### src/rtl/wb_to_axi.sv
// Bridges single Wishbone classic accesses onto a 32-bit AXI4 master port.
// One access is outstanding at a time. A response with bit 1 set (SLVERR/DECERR) is reported as wb_err_o.
module wb_to_axi #(
    parameter int C_M_AXI_ID_WIDTH   = 1,
    parameter int C_M_AXI_ADDR_WIDTH = 32
) (
    input  logic                          m_axi_aclk,
    input  logic                          m_axi_aresetn,

    input  logic                          wb_cyc_i,
    input  logic                          wb_stb_i,
    input  logic                          wb_we_i,
    input  logic [C_M_AXI_ADDR_WIDTH-1:0] wb_adr_i,
    input  logic [31:0]                   wb_dat_i,
    input  logic [3:0]                    wb_sel_i,
    output logic [31:0]                   wb_dat_o,
    output logic                          wb_ack_o,
    output logic                          wb_err_o,

    output logic [C_M_AXI_ID_WIDTH-1:0]   m_axi_awid,
    output logic [C_M_AXI_ADDR_WIDTH-1:0] m_axi_awaddr,
    output logic [7:0]                    m_axi_awlen,
    output logic [2:0]                    m_axi_awsize,
    output logic [1:0]                    m_axi_awburst,
    output logic                          m_axi_awvalid,
    input  logic                          m_axi_awready,

    output logic [31:0]                   m_axi_wdata,
    output logic [3:0]                    m_axi_wstrb,
    output logic                          m_axi_wlast,
    output logic                          m_axi_wvalid,
    input  logic                          m_axi_wready,

    input  logic [1:0]                    m_axi_bresp,
    input  logic                          m_axi_bvalid,
    output logic                          m_axi_bready,

    output logic [C_M_AXI_ID_WIDTH-1:0]   m_axi_arid,
    output logic [C_M_AXI_ADDR_WIDTH-1:0] m_axi_araddr,
    output logic [7:0]                    m_axi_arlen,
    output logic [2:0]                    m_axi_arsize,
    output logic [1:0]                    m_axi_arburst,
    output logic                          m_axi_arvalid,
    input  logic                          m_axi_arready,

    input  logic [31:0]                   m_axi_rdata,
    input  logic [1:0]                    m_axi_rresp,
    input  logic                          m_axi_rvalid,
    output logic                          m_axi_rready
);

    localparam int AW = C_M_AXI_ADDR_WIDTH;

    typedef enum logic [2:0] {
        IDLE,
        WRITE,
        WRESP,
        READ,
        RDATA,
        DONE
    } state_t;

    state_t        state_q, state_d;
    logic [AW-1:2] addr_q, addr_d;
    logic [31:0]   wdata_q, wdata_d;
    logic [3:0]    wstrb_q, wstrb_d;
    logic [31:0]   rdata_q, rdata_d;
    logic          awvalid_q, awvalid_d;
    logic          wvalid_q, wvalid_d;
    logic          bready_q, bready_d;
    logic          arvalid_q, arvalid_d;
    logic          rready_q, rready_d;
    logic          ack_q, ack_d;
    logic          err_q, err_d;
    logic          aborted_q, aborted_d;
    logic          deliver;

    // The master must still own the cycle, and must not have released it at any point, for a pulse to be returned.
    assign deliver = wb_cyc_i && !aborted_q;

    always_comb begin
        // NOTE: every variable gets a default before the case statement, so no path can leave it unassigned and infer a latch.
        state_d   = state_q;
        addr_d    = addr_q;
        wdata_d   = wdata_q;
        wstrb_d   = wstrb_q;
        rdata_d   = rdata_q;
        awvalid_d = awvalid_q;
        wvalid_d  = wvalid_q;
        bready_d  = bready_q;
        arvalid_d = arvalid_q;
        rready_d  = rready_q;
        ack_d     = 1'b0;
        err_d     = 1'b0;
        aborted_d = aborted_q;

        if (state_q != IDLE && !wb_cyc_i) begin
            aborted_d = 1'b1;
        end

        unique case (state_q)
            IDLE: begin
                if (wb_cyc_i && wb_stb_i) begin
                    addr_d    = wb_adr_i[AW-1:2];
                    wdata_d   = wb_dat_i;
                    wstrb_d   = wb_sel_i;
                    aborted_d = 1'b0;
                    if (wb_we_i) begin
                        state_d   = WRITE;
                        awvalid_d = 1'b1;
                        wvalid_d  = 1'b1;
                    end else begin
                        state_d   = READ;
                        arvalid_d = 1'b1;
                    end
                end
            end

            WRITE: begin
                // Address and data channels complete independently; leave only when both have handshaken.
                if (awvalid_q && m_axi_awready) begin
                    awvalid_d = 1'b0;
                end
                if (wvalid_q && m_axi_wready) begin
                    wvalid_d = 1'b0;
                end
                if (!awvalid_d && !wvalid_d) begin
                    state_d  = WRESP;
                    bready_d = 1'b1;
                end
            end

            WRESP: begin
                if (m_axi_bvalid && bready_q) begin
                    bready_d = 1'b0;
                    state_d  = DONE;
                    ack_d    = deliver && !m_axi_bresp[1];
                    err_d    = deliver && m_axi_bresp[1];
                end
            end

            READ: begin
                if (arvalid_q && m_axi_arready) begin
                    arvalid_d = 1'b0;
                    rready_d  = 1'b1;
                    state_d   = RDATA;
                end
            end

            RDATA: begin
                if (m_axi_rvalid && rready_q) begin
                    rready_d = 1'b0;
                    rdata_d  = m_axi_rdata;
                    state_d  = DONE;
                    ack_d    = deliver && !m_axi_rresp[1];
                    err_d    = deliver && m_axi_rresp[1];
                end
            end

            DONE: begin
                state_d = IDLE;
            end

            default: begin
                state_d = IDLE;
            end
        endcase
    end

    always_ff @(posedge m_axi_aclk or negedge m_axi_aresetn) begin
        if (!m_axi_aresetn) begin
            state_q   <= IDLE;
            addr_q    <= '0;
            wdata_q   <= '0;
            wstrb_q   <= '0;
            rdata_q   <= '0;
            awvalid_q <= 1'b0;
            wvalid_q  <= 1'b0;
            bready_q  <= 1'b0;
            arvalid_q <= 1'b0;
            rready_q  <= 1'b0;
            ack_q     <= 1'b0;
            err_q     <= 1'b0;
            aborted_q <= 1'b0;
        end else begin
            // NOTE: non-blocking assignments, so every flop samples the pre-edge value of the others.
            state_q   <= state_d;
            addr_q    <= addr_d;
            wdata_q   <= wdata_d;
            wstrb_q   <= wstrb_d;
            rdata_q   <= rdata_d;
            awvalid_q <= awvalid_d;
            wvalid_q  <= wvalid_d;
            bready_q  <= bready_d;
            arvalid_q <= arvalid_d;
            rready_q  <= rready_d;
            ack_q     <= ack_d;
            err_q     <= err_d;
            aborted_q <= aborted_d;
        end
    end

    assign wb_dat_o      = rdata_q;
    assign wb_ack_o      = ack_q;
    assign wb_err_o      = err_q;

    assign m_axi_awid    = '0;
    assign m_axi_awaddr  = {addr_q, 2'b00};
    assign m_axi_awlen   = 8'd0;
    assign m_axi_awsize  = 3'b010;
    assign m_axi_awburst = 2'b01;
    assign m_axi_awvalid = awvalid_q;

    assign m_axi_wdata   = wdata_q;
    assign m_axi_wstrb   = wstrb_q;
    assign m_axi_wlast   = 1'b1;
    assign m_axi_wvalid  = wvalid_q;

    assign m_axi_bready  = bready_q;

    assign m_axi_arid    = '0;
    assign m_axi_araddr  = {addr_q, 2'b00};
    assign m_axi_arlen   = 8'd0;
    assign m_axi_arsize  = 3'b010;
    assign m_axi_arburst = 2'b01;
    assign m_axi_arvalid = arvalid_q;

    assign m_axi_rready  = rready_q;

    // Address bits [1:0] and the EXOKAY bit of each response carry no meaning for this bridge.
    logic unused_bits;
    assign unused_bits = ^{wb_adr_i[1:0], m_axi_bresp[0], m_axi_rresp[0]};

endmodule

### config.mk
export PLATFORM = sky130hd
export DESIGN_NAME = wb_to_axi
export DESIGN_NICKNAME = d
export VERILOG_FILES = /design/src/rtl/wb_to_axi.sv
export SDC_FILE = /design/constraint.sdc
export NUM_CORES = 1
export LEC_CHECK = 0
export BUFFER_PORTS_ARGS = -buffer_cell sky130_fd_sc_hd__buf_2
export CAP_MARGIN = 20
export CELL_PAD_IN_SITES_DETAIL_PLACEMENT = 2
export CELL_PAD_IN_SITES_GLOBAL_PLACEMENT = 2
export CORE_MARGIN = 2
export CORE_UTILIZATION = 25
export DETAILED_ROUTE_END_ITERATION = 8
export HOLD_SLACK_MARGIN = 0.03
export PLACE_DENSITY = 0.76
export REMOVE_ABC_BUFFERS = 1
export SLEW_MARGIN = 10
export SYNTH_ARGS = -nofsm -noshare
export SYNTH_HDL_FRONTEND = slang
export SYNTH_SLANG_ARGS = --single-unit
### constraint.sdc
create_clock -name m_axi_aclk -period 1.7 [get_ports m_axi_aclk]
set_input_delay 0.17 -clock m_axi_aclk [delete_from_list [all_inputs] [get_ports m_axi_aclk]]
set_output_delay 0.17 -clock m_axi_aclk [all_outputs]
set_load 0.01 [all_outputs]
==> reports/metrics.cfg <==
[critical_path]
r2r_start=state_q[2]$_DFFE_PN0P_
reg2reg_depth=6
endpoint=addr_q[7]$_DFFE_PN0P_
required_ns=1.92
cp-start-kind=register
r2r-end=addr_q[7]$_DFFE_PN0P_
critPathLaunch=state_q[2]$_DFFE_PN0P_
reg2reg_slack_ns=-0.05
critical_path_class=register to register
cp_max_fo=7
critPathArrivalTime_ns=1.96
end_kind=register

[timing]
setup_ws_ns=-0.04538
slew_headroom_pct=59.96
rsz0062_at_grt=true
period_share_pct=102.7
finalCriticalPeriod_ns=1.745
fmax_ghz=0.5729
setup_violations=53
fin_skew_ns=0.01243
hold_viol_final=0
finalSetupTns_ns=-1.212
worst_pin_slew_ns=0.6007
slew_violations=0

[cts]
htree_levels=3
numCtsBuffers=9
clkLatencyLatePin_ns=0.35
clk_pin_slew_ns=0.08
cts_num_sinks=109
clock_path_buffers=2
tritoncts=done
clockRootBuffer=clkbuf_16

[synth]
synthSimpleGateAreaFrac_pct=3.472
synth_mux_area_share_pct=25.03
syn_inst=345
syn_area_sq_um=5009
ys_warn_count=0
ys_seq_elements=109
synth-seq-area-share_pct=54.46
synthAdderAreaFrac_pct=0
avgSynthCellArea_sq_um=14.52
synth.distinct_cells=37
synth_top_family_by_area=multiplexers
synth_compound_area_share_pct=3.098
synthXorXnorAreaFrac_pct=0.1749

[finish]
drive_above_1_share_pct=64.65
final_core_util_pct=35.45
n_fill_cell=2146
post-route-cell-area_sq_um=6945
multi_input_area_sq_um=1798
syn_to_final_growth_pct=38.67
final_nets=703
antenna_cells=0
seqCellArea_sq_um=2728
final_cells=859

[placement]
gp_congestion=0.7448
port-buffer-count=244
place_area_sq_um=6170
dp_hpwl_mm=11.15
place_inst=820

[power_and_ir_drop]
peakVddDrop_v=0.0004652
p_int_mw=8.159
seqPwrFrac_pct=37.2
combPwrFrac_pct=45.4
p_total_mw=12.63
power_switching_mw=4.471
p_per_area_nw_per_um2=1818
p_leak_nw=3.518
pwr-share-clk_pct=17.4
switching_share_pct=35.40

[grt]
overflow=0
antenna_found_initial=0
grt_start_max_net_pins=110
grt_usage_pct=14.55
grt_pass1_vias=3987
grt_pass1_wl_mm=23.96

[detailed_routing]
via_per_inst=4.097
ant_nets=0
wl_per_cell_um=18.52
wl_mm=15.91
vias=3519
drc_errors=0
drtIter0Drc=48
dr.pass1.iters=4

[floorplan]
fp.coreArea_sq_um=19590
start_util_pct=25.57
rows=51
die_h_um=145.5
num_io_pins=282
die-width_um=145.5
dieArea_sq_um=21180

[status]
outcome=finished with violations
violations=negative setup slack

[job]
maxCapViolations=0

[worst_hold_path]
min_path_type=input port to register

## registers in the layout (all words and copies together) (netlist names)
register       flops
m_axi_wdata       32
wb_dat_o          32
addr_q            30
m_axi_wstrb        4
state_q            3
aborted_q          1
m_axi_arvalid      1
m_axi_awvalid      1
m_axi_bready       1
m_axi_rready       1
m_axi_wvalid       1
wb_ack_o           1
wb_err_o           1
## cell usage after synthesis
library cell / count / area [sq um]
conb_1: 2 / 7.510
mux2_1: 9 / 101.4
a22o_1: 1 / 8.760
nand3_1: 3 / 15.01
or4_1: 2 / 15.01
and2b_2: 1 / 8.760
nor3_1: 1 / 5.000
a41oi_1: 1 / 8.760
clkbuf_1: 3 / 11.26
and3_1: 1 / 6.260
buf_4: 65 / 488.0
mux2_4: 40 / 600.6
a21bo_2: 1 / 10.01
a311oi_1: 2 / 17.52
o21ai_0: 8 / 40.04
nor2b_1: 1 / 6.260
inv_1: 8 / 30.03
o22ai_1: 1 / 6.260
and2_1: 2 / 12.51
nor3b_1: 1 / 7.510
mux2_2: 49 / 551.8
nor2_1: 3 / 11.26
a21oi_1: 5 / 25.02
nor4bb_1: 1 / 10.01
nor4bb_4: 1 / 25.02
a211o_1: 1 / 8.760
buf_8: 2 / 30.03
buf_6: 2 / 22.52
dfrtp_1: 109 / 2728
o31ai_1: 2 / 15.01
a211oi_1: 1 / 7.510
nand2b_1: 4 / 25.02
o21a_1: 1 / 7.510
xor2_1: 1 / 8.760
nand2_1: 3 / 11.26
buf_12: 5 / 100.1
nand3b_1: 2 / 15.01
## per-stage QoR
stage	setup slack (ns)	hold WS [ns]
detailed placement	-0.06186	0.3053
floorplan	-0.8821	-0.1256
CTS	-0.04903	0.03010
finish	-0.04538	0.04782
global placement	0.02600	0.2876
global route	-0.1108	0.03165
## cell usage in the layout, fill, tap and decap left out, drive strengths merged, types with 2 or more instances in the layout
cell type	synthesis	routed
or4	2	2
nand3b	2	2
mux2	98	98
and2	2	2
nor4bb	2	2
buf	74	273
o21ai	8	8
a311oi	2	2
nor2	3	3
nand3	3	3
clkbuf	3	13
inv	8	11
conb	2	33
o31ai	2	2
a21oi	5	5
dfrtp	109	109
nand2b	4	4
dlygate4sd3	0	4
nand2	3	3
## how the worst min path moves through the flow
| stage | from | end | slack (ns) | depth (start not counted) |
|---|---|---|---|---|
| finish | m_axi_rdata[17] | wb_dat_o[17]$_DFFE_PN0P_ | 0.05 | 2 |
| global route | wb_dat_i[17] | m_axi_wdata[17]$_DFFE_PN0P_ | 0.03 | 2 |
| global placement | m_axi_aresetn | addr_q[26]$_DFFE_PN0P_ | 0.29 | 2 |
| floorplan | m_axi_aresetn | aborted_q$_DFF_PN0_ | -0.13 | 0 |
| CTS | m_axi_rdata[17] | wb_dat_o[17]$_DFFE_PN0P_ | 0.03 | 2 |
| detailed placement | m_axi_aresetn | addr_q[26]$_DFFE_PN0P_ | 0.31 | 2 |
## cells by family (layout without fill, tap and decap cells)
group                  count (synthesis)  count (layout)
flip-flops                           109             109
XOR/XNOR                               1               1
AO/OA/AOI/OAI                         24              24
multiplexers                          98              98
AND/OR/NAND/NOR                       26              26
buffers and inverters                 85             303
other                                  2              33
## area by class of cell
class	count	share of cell area (%)
flip-flops and latches	109	39.27
multi-input cells	182	25.89
repair buffers	279	25.22
well taps	265	4.774
clock buffers	11	3.495
clock inverters	5	0.9188
inverters	8	0.4324
## critical path, stage by stage, from the launching register on
cell and delay [ns]:
dfrtp_1 0.41, nor4bb_4 0.32, and2b_4 0.22, buf_12 0.12, buf_8 0.11, buf_16 0.14
mux2_4 0.31
## power by group through the flow
stage / registers [mW] / clock network, mW / logic, mW
CTS: 4.71 / 2.30 / 5.69
global placement: 4.61 / 0 / 5.05
finish: 4.69 / 2.20 / 5.73
global route: 4.88 / 2.41 / 6.15
detailed placement: 4.73 / 0 / 5.25
floorplan: 5.45 / 0 / 1.92
## per-layer routing
layer / wire length, um / vias up / track usage, %
li1: - / 1571 / -
met1: 6268 / 1813 / 16.43
met2: 8704 / 124 / 27.37
met3: 712 / 11 / 3.448
met4: 219 / 0 / 3.824
met5: 0 / - / 0
## timing repair
action	4_1_cts	5_1_grt
hold endpoints to repair	111	1
pin swaps	1	3
hold buffers	3	1
buffers inserted	10	2
gates resized for setup	29	9
setup endpoints to repair	81	95
cloned	6	3
(Power assumes the default switching activity.)
